### config.mk
export PLATFORM = sky130hd
export DESIGN_NAME = rx_fifo_ch
export DESIGN_NICKNAME = d
export VERILOG_FILES = /design/src/rtl/rx_fifo_pkg.sv /design/src/rtl/rx_fifo_mem.sv /design/src/rtl/rx_fifo_ch.sv
export SDC_FILE = /design/constraint.sdc
export NUM_CORES = 1
export LEC_CHECK = 0
export CAP_MARGIN = 20
export CORE_MARGIN = 2
export CORE_UTILIZATION = 45
export DETAILED_ROUTE_END_ITERATION = 8
export GPL_ROUTABILITY_DRIVEN = 0
export HOLD_SLACK_MARGIN = 0.05
export PLACE_DENSITY = 0.73
export SYNTH_ARGS = -nofsm -noshare
export SYNTH_HDL_FRONTEND = slang
export SYNTH_HIERARCHICAL = 1
export SYNTH_SLANG_ARGS = --single-unit
export TNS_END_PERCENT = 1
### constraint.sdc
create_clock -name clk -period 3.4 [get_ports clk]
set_input_delay 0.51 -clock clk [delete_from_list [all_inputs] [get_ports clk]]
set_output_delay 0.51 -clock clk [all_outputs]
set_load 0.02 [all_outputs]
### src/rtl/rx_fifo_pkg.sv
// Shared definitions for the RX FIFO channel: interrupt FSM states,
// interrupt cause codes and the default timeout counter width.
package rx_fifo_pkg;

    typedef enum logic [1:0] {
        IDLE        = 2'd0,
        ARMED       = 2'd1,
        IRQ_LEVEL   = 2'd2,
        IRQ_TIMEOUT = 2'd3
    } irq_state_t;

    localparam logic [1:0] CAUSE_NONE    = 2'b00;
    localparam logic [1:0] CAUSE_LEVEL   = 2'b01;
    localparam logic [1:0] CAUSE_TIMEOUT = 2'b10;

    localparam int TW_DEFAULT = 21;

endpackage

### src/rtl/rx_fifo_mem.sv
// DEPTH x DW storage array: synchronous write, asynchronous read, no reset.
// Contents are only ever observed through the show-ahead port while the
// FIFO is non-empty, so uninitialised entries are never visible.
module rx_fifo_mem #(
    parameter int DW    = 8,
    parameter int DEPTH = 8,
    parameter int AW    = 3
) (
    input  logic          clk,
    input  logic          wr_en,
    input  logic [AW-1:0] wr_addr,
    input  logic [DW-1:0] wr_data,
    input  logic [AW-1:0] rd_addr,
    output logic [DW-1:0] rd_data
);

    logic [DW-1:0] r_mem [DEPTH];

    // Store the incoming word at the write pointer.
    always_ff @(posedge clk) begin
        if (wr_en) begin
            r_mem[wr_addr] <= wr_data;
        end
    end

    assign rd_data = r_mem[rd_addr];

endmodule

### src/rtl/rx_fifo_ch.sv
// Parametrised UART receive FIFO with show-ahead read port, occupancy
// level, sticky overflow, and a held level/timeout interrupt with cause.
module rx_fifo_ch
    import rx_fifo_pkg::*;
#(
    parameter int DW    = 8,
    parameter int DEPTH = 8,
    parameter int AW    = $clog2(DEPTH),
    parameter int TW    = TW_DEFAULT
) (
    input  logic          clk,
    input  logic          rst_n,
    input  logic [DW-1:0] din,
    input  logic          wr_en,
    input  logic          rx_busy,
    output logic          rx_finish,
    output logic [DW-1:0] rd_data,
    output logic          rd_valid,
    input  logic          rd_ready,
    output logic [AW:0]   level,
    output logic          full,
    output logic          empty,
    output logic          full_busy,
    output logic          overflow,
    input  logic          ovf_clr,
    input  logic [AW:0]   thresh,
    input  logic [TW-1:0] timeout_limit,
    input  logic          irq_clr,
    output logic          fifo_interrupt,
    output logic [1:0]    irq_cause
);

    localparam logic [AW:0] DEPTH_L = (AW+1)'(DEPTH);

    logic [AW-1:0] r_wr_ptr;
    logic [AW-1:0] r_rd_ptr;
    logic [AW:0]   r_level;
    logic          r_rx_finish;
    logic          r_overflow;
    logic [TW-1:0] r_tcnt;
    irq_state_t    r_state;
    irq_state_t    w_state_next;

    logic          w_full;
    logic          w_empty;
    logic          w_wr_acc;
    logic          w_rd_fire;
    logic [AW:0]   w_level_next;

    assign w_full    = (r_level == DEPTH_L);
    assign w_empty   = (r_level == '0);
    // Full is judged on registered state, so a same-edge read never frees room.
    assign w_wr_acc  = wr_en & ~w_full;
    assign w_rd_fire = ~w_empty & rd_ready;

    rx_fifo_mem #(
        .DW    (DW),
        .DEPTH (DEPTH),
        .AW    (AW)
    ) u_mem (
        .clk     (clk),
        .wr_en   (w_wr_acc),
        .wr_addr (r_wr_ptr),
        .wr_data (din),
        .rd_addr (r_rd_ptr),
        .rd_data (rd_data)
    );

    // Occupancy after this edge; a simultaneous write and read cancel out.
    always_comb begin
        w_level_next = r_level;
        if (w_wr_acc && !w_rd_fire) begin
            w_level_next = r_level + 1'b1;
        end else if (!w_wr_acc && w_rd_fire) begin
            w_level_next = r_level - 1'b1;
        end
    end

    // Pointers and level; pointers wrap naturally because DEPTH is a power of two.
    always_ff @(posedge clk or negedge rst_n) begin
        if (!rst_n) begin
            r_wr_ptr <= '0;
            r_rd_ptr <= '0;
            r_level  <= '0;
        end else begin
            if (w_wr_acc)  r_wr_ptr <= r_wr_ptr + 1'b1;
            if (w_rd_fire) r_rd_ptr <= r_rd_ptr + 1'b1;
            r_level <= w_level_next;
        end
    end

    // Write acknowledge and sticky overflow; a drop beats a same-cycle clear.
    always_ff @(posedge clk or negedge rst_n) begin
        if (!rst_n) begin
            r_rx_finish <= 1'b0;
            r_overflow  <= 1'b0;
        end else begin
            r_rx_finish <= wr_en;
            if (wr_en && w_full) begin
                r_overflow <= 1'b1;
            end else if (ovf_clr) begin
                r_overflow <= 1'b0;
            end
        end
    end

    // Idle counter: runs only while ARMED with no traffic, saturating.
    always_ff @(posedge clk or negedge rst_n) begin
        if (!rst_n) begin
            r_tcnt <= '0;
        end else if (r_state != ARMED || w_wr_acc || w_rd_fire) begin
            r_tcnt <= '0;
        end else if (r_tcnt != '1) begin
            r_tcnt <= r_tcnt + 1'b1;
        end
    end

    // Interrupt FSM state register.
    always_ff @(posedge clk or negedge rst_n) begin
        if (!rst_n) begin
            r_state <= IDLE;
        end else begin
            r_state <= w_state_next;
        end
    end

    // Interrupt FSM next state and Moore output decode.
    always_comb begin
        w_state_next   = r_state;
        fifo_interrupt = 1'b0;
        irq_cause      = CAUSE_NONE;
        case (r_state)
            IDLE: begin
                if (w_wr_acc) w_state_next = ARMED;
            end
            ARMED: begin
                if (thresh != '0 && w_level_next >= thresh) begin
                    w_state_next = IRQ_LEVEL;
                end else if (timeout_limit != '0 && r_tcnt >= timeout_limit && !w_empty) begin
                    w_state_next = IRQ_TIMEOUT;
                end else if (w_level_next == '0) begin
                    w_state_next = IDLE;
                end
            end
            IRQ_LEVEL, IRQ_TIMEOUT: begin
                fifo_interrupt = 1'b1;
                irq_cause      = (r_state == IRQ_LEVEL) ? CAUSE_LEVEL : CAUSE_TIMEOUT;
                // A clear always lands in ARMED/IDLE; any pending condition
                // is picked up again from ARMED on the following cycle.
                if (irq_clr) begin
                    w_state_next = (w_level_next != '0) ? ARMED : IDLE;
                end
            end
            default: w_state_next = IDLE;
        endcase
    end

    assign rx_finish = r_rx_finish;
    assign rd_valid  = ~w_empty;
    assign level     = r_level;
    assign full      = w_full;
    assign empty     = w_empty;
    assign full_busy = w_full & rx_busy;
    assign overflow  = r_overflow;

endmodule

; ---- Yosys cells after proc, flatten, opt, wreduce, memory -nomap -nowiden
; Memories as Yosys holds them, arrays and structs flattened.
; Index checks and enable logic that the tools add are counted.
[totals]
reg_bits = 35
memories = 1
out_inout_bits = 21
wordCells = 68
ramBits = 64
[classes]
reduce_logical = 21
eq_ne = 9
addsub = 5
bitwise_logic = 5
magnitude_cmp = 2
muxes = 18
[memory_table]
columns = memory, depth, word_bits, read_ports, rd_ports_with_merged_regs, write_ports, line_no
row1 = u_mem.r_mem, 8, 8, 1, 0, 1, rx_fifo_mem.sv:17  ; logic [DW-1:0] r_mem [DEPTH];
[ops]
columns = op, count
row1 = $mux 21, 2
row2 = $add 21x1->21 const B, 1
row3 = $ge 21x21->1, 1
row4 = $ne 21x21->1 const B, 1
row5 = $reduce_bool 21->1, 1
row6 = $mux 2, 7
row7 = $logic_not 4->1, 2
row8 = $mux 4, 2
row9 = $reduce_bool 4->1, 2
row10 = $add 3x1->3 const B, 2
row11 = $logic_and 1x1->1, 6
row12 = $mux 1, 6
row13 = $pmux 2 s3, 1
row14 = $add 4x1->4 const B, 1
row15 = $eq 2x2->1 const B, 2
row16 = $eq 4x4->1 const B, 1
row17 = $ge 4x4->1, 1
row18 = $ne 2x2->1 const B, 2
row19 = $ne 4x4->1 const B, 1
row20 = $reduce_bool 2->1, 2
row21 = $sub 4x1->4 const B, 1
row22 = $and 1x1->1, 3
row23 = $logic_not 1->1, 3
row24 = $reduce_and 3->1, 1
row25 = 6 further kinds, 8

; ---- Longest topological paths before layout
[depth]
depth_word = 12
depth_mapped = 15
mapped_depth_nobuf = 15

; ---- By module
; The synthesis kept the hierarchy.
[by_module_without_submodules]
columns = module, area_each_um2, cells_per_inst, n_inst
row1 = rx_fifo_ch, 2622.5, 302, 1
row2 = rx_fifo_mem, 2531.2, 106, 1

; ---- Worst setup path before layout
; No wires, ideal clock.
[synth_timing]
path_kind = register to register
start = register r_level[1], in the netlist level[1]
end = register r_state[0]
setup_time_ns = 0.138
t_required_ns = 3.262
arrival_time_ns = 2.591
stages_incl_launch_ff = 16
setup_slack_ns = 0.671
cell_sequence = dfrtp_1 > inv_1 > ha_1 > and2b_2 > nand2_2 > inv_2 > o21ai_1 > o211ai_1 > nand2_1 > ha_1 > nand2_1 > o21ai_0 > a21oi_1 > o221a_2 > o31ai_1 > o211ai_1
[synth_between]
elab_cells_between_ends = 28
[synth_rtl]
columns = element, line_no
row1 = from (decl), rx_fifo_ch.sv:37  ; logic [AW:0] r_level;
row2 = from (signal assigned), rx_fifo_ch.sv:88  ; r_level <= w_level_next;
row3 = $logic_not 4->1 *, rx_fifo_ch.sv:51  ; assign w_empty = (r_level == '0);
row4 = $not 1->1 *, --
row5 = net rd_valid, rx_fifo_ch.sv:18  ; output logic rd_valid,
row6 = $and 1x1->1 *, rx_fifo_ch.sv:54  ; assign w_rd_fire = ~w_empty & rd_ready;
row7 = $logic_and 1x1->1 / $logic_not 1->1 (equally long branches), "rx_fifo_ch.sv:74, rx_fifo_ch.sv:72"
row8 = $mux 4 / $logic_and 1x1->1 (equally long branches), "rx_fifo_ch.sv:74, rx_fifo_ch.sv:72"
row9 = $mux 4 *, rx_fifo_ch.sv:72  ; if (w_wr_acc && !w_rd_fire) begin
row10 = net w_level_next[1], rx_fifo_ch.sv:48  ; logic [AW:0] w_level_next;
row11 = $ge 4x4->1 / $reduce_bool 4->1 (equally long branches), "rx_fifo_ch.sv:137, rx_fifo_ch.sv:151"
row12 = $logic_and 1x1->1 / $mux 1 (equally long branches), "rx_fifo_ch.sv:137, rx_fifo_ch.sv:151"
row13 = "$ne 4x4->1 (no source line), or another cell as far along", --
row14 = $reduce_and 3->1 (no source line) / $pmux 2 s3 (equally long branches), --
row15 = to (signal assigned), rx_fifo_ch.sv:123  ; r_state <= w_state_next;
row16 = to (decl), rx_fifo_ch.sv:41  ; irq_state_t r_state;
; Mark *: on every way through the listed nets, which the timed path passes. The rest lies on a longest branch. The select of a mux whose other input is x is not followed.
; A chain may end at the register's enable or synchronous reset.

; ---- Worst setup path after layout
[layout_timing]
start = register r_rd_ptr[0]
end = output port rd_data[4]
[layout_between]
elab_chain_len = 1
[layout_rtl]
columns = element, line_no
row1 = from (decl), rx_fifo_ch.sv:36  ; logic [AW-1:0] r_rd_ptr;
row2 = from (signal assigned), rx_fifo_ch.sv:87  ; if (w_rd_fire) r_rd_ptr <= r_rd_ptr + 1'b1;
row3 = $mem_v2 8x8, --
row4 = to (decl), rx_fifo_ch.sv:17  ; output logic [DW-1:0] rd_data,
; Every way passes these cells.

==> tab_implementation.tex <==
\begin{tabular}{lr}
\hline
Metric & Value \\
\hline
\multicolumn{2}{l}{\textbf{STA}} \\
Post-Route Setup TNS & 0 ns \\
Post-route clock skew & 0.00564 ns \\
Slew at the pin with the worst max-slew slack & 0.880 ns \\
Time the worst path needs with I/O delays and setup & 3.00 ns \\
Count of endpoints failing setup in the final report & 0 \\
Maximum frequency from static timing analysis & 333 MHz \\
RSZ-0062 raised after global routing & no \\
Tcrit/Tclk final & 88.3\% \\
Final hold violation count & 0 \\
Slew margin rel. & 41.3\% \\
Max-slew violations & 0 \\
\multicolumn{2}{l}{\textbf{Worst setup path}} \\
Endpoint class of the critical path & output port \\
Startpoint kind of the worst setup timing path & flop \\
Required time worst endpoint & 2.89 ns \\
Worst path arrival time & 2.49 ns \\
Worst Path Class, Setup & reg2out \\
Internal reg-to-reg setup slack & 0.54 ns \\
Critical path fanouts, max & 16 \\
\multicolumn{2}{l}{\textbf{Global routing}} \\
Maximum number of pins on one net before global-route repair & 36 \\
Global route total overflow & 0 \\
Total Routing Usage GR & 16.8\% \\
Antenna violations before repair & 0 \\
Wire length of the first global-routing pass & 16.5 mm \\
Number of global-route vias before repair & 3,420 \\
\multicolumn{2}{l}{\textbf{Synth}} \\
Top cells by area in the synthesized netlist & edfxtp\_1 (37\%), dfrtp\_1 (17\%), mux4\_1 (7.6\%) \\
Sequential area share after synthesis & 54.3\% \\
FFs w/ async S/R, synth & 35.4\% \\
Area fraction in and, or, nand and nor cells after synthesis & 14.0\% \\
Post-synth top flop & edfxtp\_1 \\
Library cell occupying the most area in the post-synthesis netlist & edfxtp\_1 \\
Area fraction in compound gates after synthesis & 5.71\% \\
Number of distinct library cells after synthesis & 53 \\
Synth top cells by count & edfxtp\_1 (64), nor2\_1 (38), dfrtp\_1 (35), inv\_1 (34), ha\_1 (30) \\
EDFF count, synth & 64 \\
Net count of the mapped netlist & 478 \\
Parity-gate share of the synthesized area counting xor and xnor cells & 3.91\% \\
Syn Std Cell Area & 5150 um\^{}2 \\
Adder-cell area share of the yosys netlist & 7.28\% \\
Mean post-synth cell area & 12.6 um\^{}2 \\
Mux contribution to synthesized area & 10.5\% \\
Dominant combinational cell family by area after synthesis & simple AND/OR/NAND/NOR gates \\
Yosys warning count & 6 \\
Post-Syn Instances & 408 \\
Most frequent cell after synthesis & edfxtp\_1 \\
Number of flip-flops and latches in the synthesized netlist & 99 \\
Area share of the largest cell type after synthesis & 37.3\% \\
\multicolumn{2}{l}{\textbf{Clocking}} \\
Count of H-tree levels built during CTS & 3 \\
Total clock buffers created by CTS & 9 \\
CTS Hold Bufs & 0 \\
Buffer levels on the longest clock path & 2 \\
Clock tree from TritonCTS & built \\
Clock Sink Count & 99 \\
Buffers inserted by post-CTS timing repair & 0 \\
Post-CTS resize count & 0 \\
Clock slew at reported path FFs & 0.07 ns \\
CTS root buffer & clkbuf\_16 \\
Clock insertion delay at the later pin of the skew report & 0.34 ns \\
\multicolumn{2}{l}{\textbf{Route}} \\
Detail-routed via count per cell & 5.43 \\
Detailed-routing iteration count for the pre-antenna-repair pass & 4 \\
Wire length per cell & 16.0 um \\
Drt total wl & 10.0 mm \\
Post-route antenna net violation count & 0 \\
Via total after detailed routing & 3,388 \\
Detailed-route DRC error count & 0 \\
Iteration-0 DRC Markers & 182 \\
\multicolumn{2}{l}{\textbf{Place}} \\
Port Buf Inserts & 60 \\
HPWL reported at the end of detailed placement & 7.02 mm \\
\multicolumn{2}{l}{\textbf{Final layout}} \\
Antenna diode instance count & 0 \\
Net count reported at finish & 546 \\
Final-layout fill cell count & 951 \\
Multi-input logic area & 2130 um\^{}2 \\
Share of post-route cells with drive strength above 1 & 9.98\% \\
Flip-flop and latch area & 2800 um\^{}2 \\
Final Core Density & 55.2\% \\
Area added between synthesis and finish & 20.8\% \\
\multicolumn{2}{l}{\textbf{Power}} \\
Pwr per Cell Area & 688 nW/um\^{}2 \\
Static leakage & 2.51 nW \\
Peak supply drop & 0.477 mV \\
\multicolumn{2}{l}{\textbf{Outcome}} \\
Result of the run & finished, final reports clean \\
\multicolumn{2}{l}{\textbf{Floorplan}} \\
Die width & 111 um \\
Top-level I/O count & 61 \\
Effective utilization at floorplan & 45.7\% \\
DIE AREA & 12,300 um\^{}2 \\
Standard-cell row count & 39 \\
CORE AREA & 11,300 um\^{}2 \\
Vertical extent of the die & 111 um \\
\multicolumn{2}{l}{\textbf{Run}} \\
Number of maximum-capacitance constraint violations & 0 \\
\multicolumn{2}{l}{\textbf{Hold path}} \\
HP Class & in2async \\
\hline
\end{tabular}
## logic make-up after synthesis
kind of cell,count (synthesis)
multiplexers,27
XOR/XNOR,23
adder cells (fa/ha/maj),30
AO/OA/AOI/OAI,43
flip-flops,99
AND/OR/NAND/NOR,137
buffers and inverters,49
## power by group
part	leakage, nW	switching [mW]	total, mW	internal [mW]
Clock	0.153	0.448	1.05	0.604
Sequential	1.05	0.193	1.68	1.48
Combinational	1.31	0.764	1.56	0.791
## final cells by class
class | instances | share of cell area, %
Tap cell | 143 | 2.87
Multi-Input combinational cell | 260 | 34.2
Clock buffer | 11 | 3.90
Sequential cell | 99 | 44.9
Clock inverter | 5 | 1.08
Inverter | 35 | 2.11
Timing Repair Buffer | 71 | 10.9
## cells in the final DEF, fill, tap and decap left out, types with 5 or more instances in the layout
cell type,count
a21oi_1,11
and3_1,5
buf_4,11
clkbuf_16,9
clkdlybuf4s50_1,59
dfrtp_1,35
edfxtp_1,64
ha_1,30
inv_1,34
mux2_2,10
mux4_1,15
nand2_1,27
nand2b_1,7
nand3_1,13
nand4_1,12
nor2_1,38
nor3_1,7
nor4_1,7
o21ai_0,7
xnor2_1,9
xor2_1,14
## through the flow
step	setup WS [ns]	cells	cell area [um^2]	total power [mW]	hold WS, ns
after global placement	0.388	608	5920	3.21	0.475
after floorplan	0.671	408	5150	2.71	0.214
after global routing	0.238	624	6230	4.52	0.359
after CTS	0.380	624	6230	4.33	0.311
final	0.398	624	6230	4.28	0.265
after detailed placement	0.292	608	5920	3.27	0.494
## registers in the layout (all words and copies together), names as in the netlist
signal and cells:
overflow 1, level 4, rx_finish 1, r_rd_ptr 3, r_state 2, r_wr_ptr 3, u_mem/r_mem 64, r_tcnt 21
## per-layer routing
metal / wire [um] / share of wire [%] / vias to the layer above / global-route usage [%]
met5: 0 / 0 / - / 0
met4: 104 / 1.0 / 0 / 3.46
met3: 363 / 3.6 / 10 / 3.83
met2: 4970 / 50 / 67 / 29.1
met1: 4570 / 46 / 1651 / 21.8
li1: - / - / 1660 / -
## final timing paths
| check | depth (start not counted) | endpoint | startpoint |
|---|---|---|---|
| min in group clk | 1 | r_wr_ptr[2] | r_wr_ptr[2] |
| max in group asynchronous | 1 | r_rd_ptr[2] | rst_n |
| worst min-delay path | 1 | r_tcnt[19] | rst_n |
| worst max register to register | 15 | r_state[0] | level[1] |
| worst min register to register | 1 | r_wr_ptr[2] | r_wr_ptr[2] |
| worst max-delay path | 4 | rd_data[4] | r_rd_ptr[0] |
## critical path: stages, from the launching register on
cell and delay (ns):
dfrtp_1 0.39, buf_4 0.32, mux4_1 0.61, mux2_2 0.29, clkdlybuf4s50_1 0.54
Power figures use the tool's default switching activity.
